--- src/rtl/otter_mmio_hub.sv ---
// Memory-mapped I/O hub for the OTTER IOBUS: switches, LEDs, seven-segment data,
// debounced buttons and a maskable W1C level interrupt controller.
module otter_mmio_hub #(
    parameter logic [31:0] BASE_AD   = 32'h11000000,
    parameter int          SW_W      = 16,
    parameter int          LED_W     = 16,
    parameter int          NUM_BTN   = 4,
    parameter int          DB_CYCLES = 50000
) (
    input  logic               CLK,
    input  logic               RESETN,
    input  logic [31:0]        IOBUS_ADDR,
    input  logic [31:0]        IOBUS_OUT,
    input  logic               IOBUS_WR,
    output logic [31:0]        IOBUS_IN,
    input  logic [SW_W-1:0]    SWITCHES,
    input  logic [NUM_BTN-1:0] BTNS,
    output logic [LED_W-1:0]   LEDS,
    output logic [15:0]        SSEG,
    output logic               INTR
);

    localparam int              CNT_W   = $clog2(DB_CYCLES);
    localparam logic [CNT_W-1:0] CNT_MAX = CNT_W'(DB_CYCLES - 1);

    localparam logic [31:0] AD_SW   = BASE_AD + 32'h00;
    localparam logic [31:0] AD_LED  = BASE_AD + 32'h20;
    localparam logic [31:0] AD_SSEG = BASE_AD + 32'h40;
    localparam logic [31:0] AD_BTN  = BASE_AD + 32'h60;
    localparam logic [31:0] AD_PEND = BASE_AD + 32'h80;
    localparam logic [31:0] AD_MASK = BASE_AD + 32'hA0;

    logic [LED_W-1:0]   led_q,  led_d;
    logic [15:0]        sseg_q, sseg_d;
    logic [NUM_BTN-1:0] pend_q, pend_d;
    logic [NUM_BTN-1:0] mask_q, mask_d;
    logic               intr_q, intr_d;
    logic [NUM_BTN-1:0] btn_lvl;
    logic [NUM_BTN-1:0] btn_rise;

    logic wr_led, wr_sseg, wr_pend, wr_mask;

    assign wr_led  = IOBUS_WR && (IOBUS_ADDR == AD_LED);
    assign wr_sseg = IOBUS_WR && (IOBUS_ADDR == AD_SSEG);
    assign wr_pend = IOBUS_WR && (IOBUS_ADDR == AD_PEND);
    assign wr_mask = IOBUS_WR && (IOBUS_ADDR == AD_MASK);

    // Per-button synchroniser and debounce counter; the level flips only after
    // the synced input has disagreed with it for DB_CYCLES consecutive edges.
    for (genvar gi = 0; gi < NUM_BTN; gi++) begin : g_btn
        logic             s1_q, s2_q;
        logic             lvl_q, lvl_d;
        logic [CNT_W-1:0] cnt_q, cnt_d;

        always_comb begin
            lvl_d = lvl_q;
            cnt_d = cnt_q;
            if (s2_q == lvl_q) begin
                cnt_d = '0;
            end else if (cnt_q == CNT_MAX) begin
                lvl_d = ~lvl_q;
                cnt_d = '0;
            end else begin
                cnt_d = cnt_q + 1'b1;
            end
        end

        always_ff @(posedge CLK or negedge RESETN) begin
            if (!RESETN) begin
                s1_q  <= 1'b0;
                s2_q  <= 1'b0;
                lvl_q <= 1'b0;
                cnt_q <= '0;
            end else begin
                s1_q  <= BTNS[gi];
                s2_q  <= s1_q;
                lvl_q <= lvl_d;
                cnt_q <= cnt_d;
            end
        end

        assign btn_lvl[gi]  = lvl_q;
        assign btn_rise[gi] = lvl_d & ~lvl_q;
    end

    always_comb begin
        led_d  = wr_led  ? IOBUS_OUT[LED_W-1:0]   : led_q;
        sseg_d = wr_sseg ? IOBUS_OUT[15:0]        : sseg_q;
        mask_d = wr_mask ? IOBUS_OUT[NUM_BTN-1:0] : mask_q;
        // A rising level in the same cycle as its W1C keeps the bit set.
        pend_d = (pend_q & ~(wr_pend ? IOBUS_OUT[NUM_BTN-1:0] : '0)) | btn_rise;
        intr_d = |(pend_q & mask_q);
    end

    always_ff @(posedge CLK or negedge RESETN) begin
        if (!RESETN) begin
            led_q  <= '0;
            sseg_q <= '0;
            pend_q <= '0;
            mask_q <= '0;
            intr_q <= 1'b0;
        end else begin
            led_q  <= led_d;
            sseg_q <= sseg_d;
            pend_q <= pend_d;
            mask_q <= mask_d;
            intr_q <= intr_d;
        end
    end

    always_comb begin
        IOBUS_IN = '0;
        case (IOBUS_ADDR)
            AD_SW:   IOBUS_IN = 32'(SWITCHES);
            AD_LED:  IOBUS_IN = 32'(led_q);
            AD_SSEG: IOBUS_IN = 32'(sseg_q);
            AD_BTN:  IOBUS_IN = 32'(btn_lvl);
            AD_PEND: IOBUS_IN = 32'(pend_q);
            AD_MASK: IOBUS_IN = 32'(mask_q);
            default: IOBUS_IN = '0;
        endcase
    end

    assign LEDS = led_q;
    assign SSEG = sseg_q;
    assign INTR = intr_q;

endmodule
--- config.mk ---
export PLATFORM = sky130hd
export DESIGN_NAME = otter_mmio_hub
export DESIGN_NICKNAME = d
export VERILOG_FILES = /design/src/rtl/otter_mmio_hub.sv
export SDC_FILE = /design/constraint.sdc
export NUM_CORES = 1
export LEC_CHECK = 0
export ABC_CLOCK_PERIOD_IN_PS = 2900
export BUFFER_PORTS_ARGS = -buffer_cell sky130_fd_sc_hd__buf_2
export CAP_MARGIN = 20
export CELL_PAD_IN_SITES_DETAIL_PLACEMENT = 1
export CELL_PAD_IN_SITES_GLOBAL_PLACEMENT = 1
export CORE_MARGIN = 2
export CORE_UTILIZATION = 42
export CTS_BUF_LIST = sky130_fd_sc_hd__clkbuf_2 sky130_fd_sc_hd__clkbuf_4 sky130_fd_sc_hd__clkbuf_8
export CTS_CLUSTER_SIZE = 30
export DETAILED_ROUTE_END_ITERATION = 7
export PLACE_DENSITY = 0.86
export SYNTH_ARGS = -nofsm -noshare
export SYNTH_HDL_FRONTEND = slang
export SYNTH_SLANG_ARGS = --single-unit
--- constraint.sdc ---
create_clock -name CLK -period 2.9 [get_ports CLK]
set_input_delay 0.145 -clock CLK [delete_from_list [all_inputs] [get_ports CLK]]
set_output_delay 0.145 -clock CLK [all_outputs]
set_load 0.005 [all_outputs]
* Yosys cells after proc, flatten, opt, wreduce, memory -nomap -nowiden
Index checks and enable logic that the tools add are counted.
Storage, ports and cells: latch bits 0, memories kept 0, register bits 117, logic and storage cells 74, memory bits (read-only) 0, output and inout port bits 65, bits in writable memories 0, bits of input ports 87
Cells by class: div/mod/pow operators 0, reductions and logical operators 5, bitwise gates (word level) 12, $add $sub $neg 4, magnitude comparators 0, shift operators 0, muxes and demuxes 18, multipliers 0, equal/unequal tests 14
Operators with widths (number):
- $eq 32x29->1 const B | 6
- $mux 16 | 8
- $pmux 16 s6 | 1
- $add 16x1->16 const B | 4
- $eq 16x16->1 const B | 4
- $and 4x4->4 | 2
- $mux 1 | 8
- $and 1x1->1 | 4
- $eq 1x1->1 | 4
- $logic_and 1x1->1 | 4
- $mux 4 | 1
- $not 1->1 | 4
- $not 4->4 | 1
- $or 4x4->4 | 1
- $reduce_or 4->1 | 1

* Depth between registers and ports, before layout
Gate-level depths: netlist (run 1).
word-level depth 6, depth in mapped cells 6, depth with buffers taken out 5

* Worst setup path before layout (run 1)
No wires, ideal clock.
kind register to register, start register g_btn[1].cnt_q[10], end register g_btn[1].cnt_q[10], clock period less this slack 1899 ps, data required time 2781 ps, slack 1001 ps, library setup time 119 ps, cell stages (with the launch flop) 6, buffers on the path 1, arrival 1781 ps, path through dfrtp_1 -> or4b_2 -> nor4_2 -> o21bai_4 -> buf_6 -> nor2_1
On the way: word-level cells in the longest chain between the ends 3, elaborated cells on any way between the ends 4, classes of those cells 1 x add/sub; 1 x eq/ne; 2 x mux
RTL lines:
- start: declaration | RTL line 53 | logic [CNT_W-1:0] cnt_q, cnt_d;
- start signal: assignment | RTL line 78 | cnt_q <= cnt_d;
- $add 16x1->16 / $eq 16x16->1 (equally long branches) | RTL line 64, 60
- $mux 16 (*) | RTL line 60 | end else if (cnt_q == CNT_MAX) begin
- $mux 16 (*) | RTL line 58 | if (s2_q == lvl_q) begin
- net g_btn[1].cnt_d[10] | RTL line 53
Mark *: on every way through the listed nets, which the timed path passes. The rest lies on a longest branch. A chain may end at the register's enable or synchronous reset.

* Final worst setup path (run 1)
start input port IOBUS_ADDR[8], end output port IOBUS_IN[3]
On the way: word-level cells in the longest chain between the ends 2, elaborated cells on any way between the ends 7, classes of those cells 6 x eq/ne; 1 x mux
RTL lines:
- start: declaration | RTL line 12 | input logic [31:0] IOBUS_ADDR,
- $eq 32x29->1 | RTL line 113 | case (IOBUS_ADDR)
- $pmux 16 s6 (*) | RTL line 113
- end: declaration | RTL line 15 | output logic [31:0] IOBUS_IN,
Every way passes the cells marked *; elsewhere a longest branch is shown, timed or not.

==> results_dict.tcl, run 1 <==
set metrics [dict create \
    routed_wire_length_per_instance_um 19.37 \
    power_density_nw_per_um2 475.0 \
    drt_drc_violations_left 0 \
    drt-initial-drc-count 415 \
    final_wtd_congestion 0.7908 \
    grt_pass1_vias 5259 \
    slew_viol_final 0 \
    postRouteWirelength_um 17110 \
    place.detailed.hpwl_um 11100 \
    dpl.cell_count 827 \
    fin_skew_ps 12.06 \
    leakage_nw 3.275 \
    port_buffers 119 \
    p_int_mw 2.602 \
    cts-root-to-sink-buffers 2 \
    layout_commonest_cell "sky130_fd_sc_hd__buf_2" \
    p_total_mw 3.421 \
    worst_setup_path_end_kind "primary output" \
    global_route_wire_length_before_repair_um 26790 \
    outcome "complete, no violations" \
    dr_total_vias 4946 \
    synth_enable_flop_cells 0 \
    power.share.clock 0.450 \
    worstMarginPinSlew_ps 768.8 \
    ctsRootBufferMaster "sky130_fd_sc_hd__clkbuf_8" \
    syn-cell-area_um2 5844 \
    floorplan.die.width_um 122.0 \
    clk_transition_reported_paths_ps 70 \
    die_outline_area_um2 14870 \
    routed_via_density 5.601 \
    vdd.ir_drop.worst_mv 0.3056 \
    cts-htree-levels 4 \
    timing.max_slew.rel_slack 0.4835 \
    seq_power_share 0.488 \
    timing.final.setup_violations 0 \
    die_height_um 122.0 \
    hold_slack_ps 244.8 \
    clk_latency_ps 450 \
    tritoncts_clock_tree "yes" \
    syn_to_final_growth_pct 23.21 \
    synth-seq-cells 117 \
    first_pass_iters 5 \
    most-common-layout-cells "118 x sky130_fd_sc_hd__buf_2, 117 x sky130_fd_sc_hd__dfrtp_1, 90 x sky130_fd_sc_hd__nor2_1, 39 x sky130_fd_sc_hd__xnor2_1, 39 x sky130_fd_sc_hd__mux2_2" \
    final_antenna_net_count 0 \
    achievable-frequency_mhz 430.4 \
    drive_above_1_share 0.3048 \
    top_level_ports 152 \
    netSwitchingFraction 0.2393 \
    finalInstanceArea_um2 7201 \
    syn-instance-count 540 \
    post_dp_cell_area_um2 6565 \
    min_path_type "input pin to flop" \
    leading_register_cell_type_out_of_synthesis "sky130_fd_sc_hd__dfrtp_1" \
    grt_antenna_before_repair 1 \
    hold_viol_final 0 \
    critical_path_start_end_classification "input pin to primary output" \
    post_synthesis_area_per_instance_um2 10.82 \
    initial_utilization 0.4260 \
    worst_ep_required_time_ps 2760 \
    cts_inserted_buffers 17 \
    synth_async_sr_flop_share 1.000 \
    fp-row-count 43 \
    cts_sinks 117 \
    fin_crit_ps 2323 \
    finished_layout_cells 883 \
    comb_power_share 0.062 \
    synth_cell_types 49 \
    rsz_0062_raised_after_global_routing "no" \
    cp.arrival_ps 2180 \
    nets 780 \
    final.setup.tns_ps 0 \
    placeableCoreArea_um2 13720 \
    layout_worst_path_cycle_share 0.8012 \
    grt_max_degree 53 \
    globalRoute.totalOverflow 0 \
    synth.yosys.seq_area_share 0.5010 \
    max_cap_viol_count 0 \
    grt_util_all_layers 0.2329 \
    synth_warnings 0 \
    setup.worst_path.start_class "input pin" \
    critPathMaxFanout 13 \
    post_cts_resized 0 \
    net-switching-power_uw 818.5 \
]
## through the flow
| step | util | setup WS (ps) |
|---|---|---|
| after floorplan | - | 1001 |
| after global placement | 0.4785 | 652.5 |
| after detailed placement | 0.4785 | 556.7 |
| after CTS | 0.5236 | 598.3 |
| after global routing | 0.5249 | 498.5 |
| final | 0.5249 | 576.7 |
## synthesized netlist by cell type, types with 5 or more instances
cell type / n / area, um^2
sky130_fd_sc_hd__dfrtp_1: 117 / 2928
sky130_fd_sc_hd__nor2_1: 90 / 337.8
sky130_fd_sc_hd__mux2_2: 39 / 439.2
sky130_fd_sc_hd__xnor2_1: 39 / 341.6
sky130_fd_sc_hd__nand3_1: 23 / 115.1
sky130_fd_sc_hd__buf_4: 20 / 150.1
sky130_fd_sc_hd__nand2_1: 19 / 71.32
sky130_fd_sc_hd__nand4_1: 17 / 106.4
sky130_fd_sc_hd__nor4_1: 15 / 93.84
sky130_fd_sc_hd__a21oi_1: 14 / 70.07
sky130_fd_sc_hd__nor3_1: 14 / 70.07
sky130_fd_sc_hd__xor2_1: 13 / 113.9
sky130_fd_sc_hd__a222oi_1: 12 / 120.1
sky130_fd_sc_hd__inv_1: 12 / 45.04
sky130_fd_sc_hd__clkbuf_1: 10 / 37.54
sky130_fd_sc_hd__nor2b_1: 9 / 56.30
sky130_fd_sc_hd__mux2i_1: 7 / 70.07
sky130_fd_sc_hd__or4bb_1: 6 / 67.56
sky130_fd_sc_hd__and3_1: 5 / 31.28
## registers in the layout (all words and copies together) (netlist names), 4 cells and up
signal / flops
g_btn.lvl_q: 4
LEDS: 16
g_btn.s2_q: 4
mask_q: 4
g_btn.cnt_q: 64
pend_q: 4
SSEG: 16
g_btn.s1_q: 4
## layout make-up
type	count	area [um^2]
Fill cell	1549	6519
Sequential cell	117	2928
Multi-Input combinational cell	390	2693
Timing Repair Buffer	150	895.9
Clock buffer	19	249.0
Tap cell	180	225.2
Clock inverter	13	158.9
Inverter	13	48.80
Antenna cell	1	2.502
## power by group through the flow
| stage | Sequential (mW) | Combinational [mW] | Clock, mW |
|---|---|---|---|
| 2_1_floorplan | 1.69 | 0.0926 | 0 |
| 6_report | 1.67 | 0.213 | 1.54 |
| 3_5_place_dp | 1.70 | 0.184 | 0 |
| 4_1_cts | 1.67 | 0.209 | 1.57 |
| 5_1_grt | 1.67 | 0.237 | 1.64 |
| 3_3_place_gp | 1.70 | 0.172 | 0 |
## routing by layer
layer | share of wire | wire length (um) | up-vias | global-route usage
met5 | 0 | 0 | - | 0
met4 | 0.028 | 472 | 0 | 0.1171
met3 | 0.055 | 945 | 43 | 0.04494
met2 | 0.52 | 8976 | 190 | 0.4138
met1 | 0.39 | 6711 | 2511 | 0.2668
li1 | - | - | 2202 | -
## kinds of logic (layout without fill, tap and decap cells)
| kind of cell | Yosys count | count (layout) | share of synthesized area |
|---|---|---|---|
| buf+inv | 48 | 195 | 0.04902 |
| mux | 47 | 47 | 0.08906 |
| fa+ha+maj | 4 | 4 | 0.008564 |
| other cells | 1 | 17 | 0.0006416 |
| compound gates | 47 | 47 | 0.06209 |
| flops | 117 | 117 | 0.5010 |
| simple gates | 224 | 224 | 0.2117 |
| xor+xnor | 52 | 52 | 0.07793 |
## timing repair
| action | CTS | global route |
|---|---|---|
| hold buffers | 21 | 0 |
| buffers inserted | 0 | 0 |
| hold endpoints to repair | 94 | 0 |
## final timing paths
path                                             startpoint                            to  slack, ps  cells after the start
max in group asynchronous                            RESETN  g_btn[1].cnt_q[10]$_DFF_PN0_       1790                      3
worst max register to register  g_btn[3].cnt_q[0]$_DFF_PN0_   g_btn[3].cnt_q[9]$_DFF_PN0_        750                      5
worst min-delay path                               IOBUS_WR           pend_q[1]$_DFF_PN0_        240                      4
min in group asynchronous                            RESETN           LEDS[5]$_DFFE_PN0P_        270                      2
worst min register to register      g_btn[2].s1_q$_DFF_PN0_       g_btn[2].s2_q$_DFF_PN0_        360                      0
worst max-delay path                          IOBUS_ADDR[8]                   IOBUS_IN[3]        580                      7
## worst max-delay path, cell delays in order
cell                        delay, ps
sky130_fd_sc_hd__buf_2            100
sky130_fd_sc_hd__nor4_1           340
sky130_fd_sc_hd__nand4_1          370
sky130_fd_sc_hd__or2_0            400
sky130_fd_sc_hd__buf_4            220
sky130_fd_sc_hd__a2111oi_0        370
sky130_fd_sc_hd__buf_2            220
No activity file was read; power rests on OpenSTA's default activity.
==> run 2: changes to the inputs <==
- ABC_CLOCK_PERIOD_IN_PS: 2900 -> 2200
- clock period: 2.9 -> 2.2 ns (I/O delays scaled with it)
==> results_dict.tcl, run 2 (synthesized netlist as in run 1, its figures left out) <==
set metrics [dict create \
    outcome "complete, no violations" \
    vdd.ir_drop.worst_mv 0.3852 \
    power.share.clock 0.511 \
    timing.max_slew.rel_slack 0.5622 \
    critPathMaxFanout 4 \
    final.setup.tns_ps 0 \
    layout_commonest_cell "sky130_fd_sc_hd__buf_2" \
    dr.max_layer_used "met4" \
    critPathSlowestCell "sky130_fd_sc_hd__a2111oi_0" \
    cell_class_contributing_the_biggest_share_of_worst_path_delay "compound AO/OA/AOI/OAI gates" \
    final_antenna_net_count 0 \
    num-fill-cells 1532 \
    drt-initial-drc-count 333 \
    dr_wl_met3_um 1132 \
    largest_register_ffs 64 \
    multi_input_area_um2 2720 \
    postCtsSetupRepairBufs 0 \
    most-common-layout-cells "118 x sky130_fd_sc_hd__buf_2, 117 x sky130_fd_sc_hd__dfrtp_1, 90 x sky130_fd_sc_hd__nor2_1, 39 x sky130_fd_sc_hd__xnor2_1, 39 x sky130_fd_sc_hd__mux2_2" \
    critical_path_start_end_classification "flop to primary output" \
    cts_inserted_buffers 17 \
    grt_antenna_before_repair 0 \
    top_level_ports 152 \
    ctsRootBufferMaster "sky130_fd_sc_hd__clkbuf_8" \
    critical_path_cell_by_cell "mux2i_1 > nor2_1 > a21oi_1 > a2111oi_0 > buf_2" \
    clk_latency_ps 470 \
    place.detailed.hpwl_um 11640 \
    timing.reg2reg.worst_path_depth 4 \
    drt_drc_violations_left 0 \
    flip_flop_and_latch_area_um2 2928 \
    grt_max_degree 59 \
    port_buffers 119 \
    routed_wire_length_per_instance_um 21.78 \
    global_route_wire_length_before_repair_um 29940 \
    worst_setup_path_end_kind "primary output" \
    cp.arrival_ps 2000 \
    dpl.cell_count 839 \
    die_height_um 122.0 \
    critPathMaxStageDelay_ps 590 \
    net-switching-power_mw 1.181 \
    first_pass_iters 6 \
    timing.final.setup_violations 0 \
    globalRoute.totalOverflow 0 \
    worstReg2RegEnd "g_btn[1].cnt_q[12]$_DFF_PN0_" \
    seq_power_share 0.432 \
    comb_power_share 0.057 \
    timing.rr.start "g_btn[1].cnt_q[7]$_DFF_PN0_" \
    rsz_0062_raised_after_global_routing "no" \
    tritoncts_clock_tree "yes" \
    cts_sinks 117 \
    netSwitchingFraction 0.2320 \
    floorplan.die.width_um 122.0 \
    routed_via_density 5.789 \
    p_int_mw 3.910 \
    min_path_type "input pin to async pin" \
    fin_crit_ps 2112 \
    dr_total_vias 5170 \
    drive_above_1_share 0.3156 \
    cts-root-to-sink-buffers 2 \
    n_antenna_cell 0 \
    achievable-frequency_mhz 473.4 \
    postRouteWirelength_um 19450 \
    slew_viol_final 0 \
    worst_ep_required_time_ps 2090 \
    initial_utilization 0.4260 \
    nets 791 \
    routed-wl-met2_um 10190 \
    max_flop_register "g_btn.cnt_q" \
    grt_pass1_vias 5694 \
    critical_path.n_buffers_inverters 1 \
    max_cap_viol_count 0 \
    clk_transition_reported_paths_ps 90 \
    layout_worst_path_cycle_share 0.9602 \
    setup.worst_path.start_class "flop" \
    grt_util_all_layers 0.2634 \
    placeableCoreArea_um2 13720 \
    reg2reg_slack_ps 150 \
    syn_to_final_growth_pct 26.85 \
    cts-htree-levels 4 \
    fin_skew_ps 12.13 \
    finished_layout_cells 893 \
    worstMarginPinSlew_ps 656.2 \
    die_outline_area_um2 14870 \
    fp-row-count 43 \
    hold_viol_final 0 \
    power_density_nw_per_um2 686.7 \
    routedLengthMet1_um 7169 \
    leakage_nw 3.398 \
    final_wtd_congestion 0.8513 \
]
run 2: worst max-delay path by stage:
stage                                 startpoint                            to  slack, ps  cells after the start
floorplan           g_btn[1].cnt_q[10]$_DFF_PN0_  g_btn[1].cnt_q[10]$_DFF_PN0_        300                      5
global placement    g_btn[1].cnt_q[10]$_DFF_PN0_   g_btn[1].cnt_q[2]$_DFF_PN0_        250                      4
detailed placement   g_btn[1].cnt_q[7]$_DFF_PN0_  g_btn[1].cnt_q[12]$_DFF_PN0_        140                      4
CTS                 g_btn[1].cnt_q[10]$_DFF_PN0_  g_btn[1].cnt_q[12]$_DFF_PN0_        110                      4
global route            g_btn[0].lvl_q$_DFF_PN0_                   IOBUS_IN[0]         20                      5
finish                  g_btn[0].lvl_q$_DFF_PN0_                   IOBUS_IN[0]         90                      5
run 2: final cells by class:
type | instances | area share
Tap cell | 180 | 0.03038
Inverter | 13 | 0.006582
Timing Repair Buffer | 160 | 0.1327
Sequential cell | 117 | 0.3949
Clock inverter | 13 | 0.03409
Multi-Input combinational cell | 391 | 0.3669
Clock buffer | 19 | 0.03443
run 2: what timing repair did:
item,4_1_cts,5_1_grt
gates resized for setup,0,2
endpoints found under the setup margin,0,3
endpoints found under the hold margin,79,0
hold buffers,21,0
run 2: per-layer routing:
layer | vias up | GRT usage
met4 | 0 | 0.1595
met3 | 82 | 0.05431
met2 | 216 | 0.4605
li1 | 2232 | -
met1 | 2640 | 0.2944
met5 | - | 0
run 2: per-stage QoR:
stage	setup slack, ps	utilization	power (mW)	cell area [um^2]	hold WS (ps)
finish	87.62	0.5404	5.091	7413	220.7
global route	22.72	0.5404	5.233	7413	243.8
CTS	107.8	0.5383	5.058	7386	162.8
detailed placement	137.5	0.4860	2.487	6668	104.3
global placement	253.3	0.4860	2.465	6668	92.52
floorplan	300.5	-	2.354	5901	-185.6
run 2: power by group through the flow:
stage	Clock (mW)	Sequential (mW)	Combinational, mW
floorplan	0	2.23	0.122
global placement	0	2.23	0.230
detailed placement	0	2.24	0.249
CTS	2.58	2.20	0.285
global route	2.71	2.20	0.321
finish	2.60	2.20	0.292
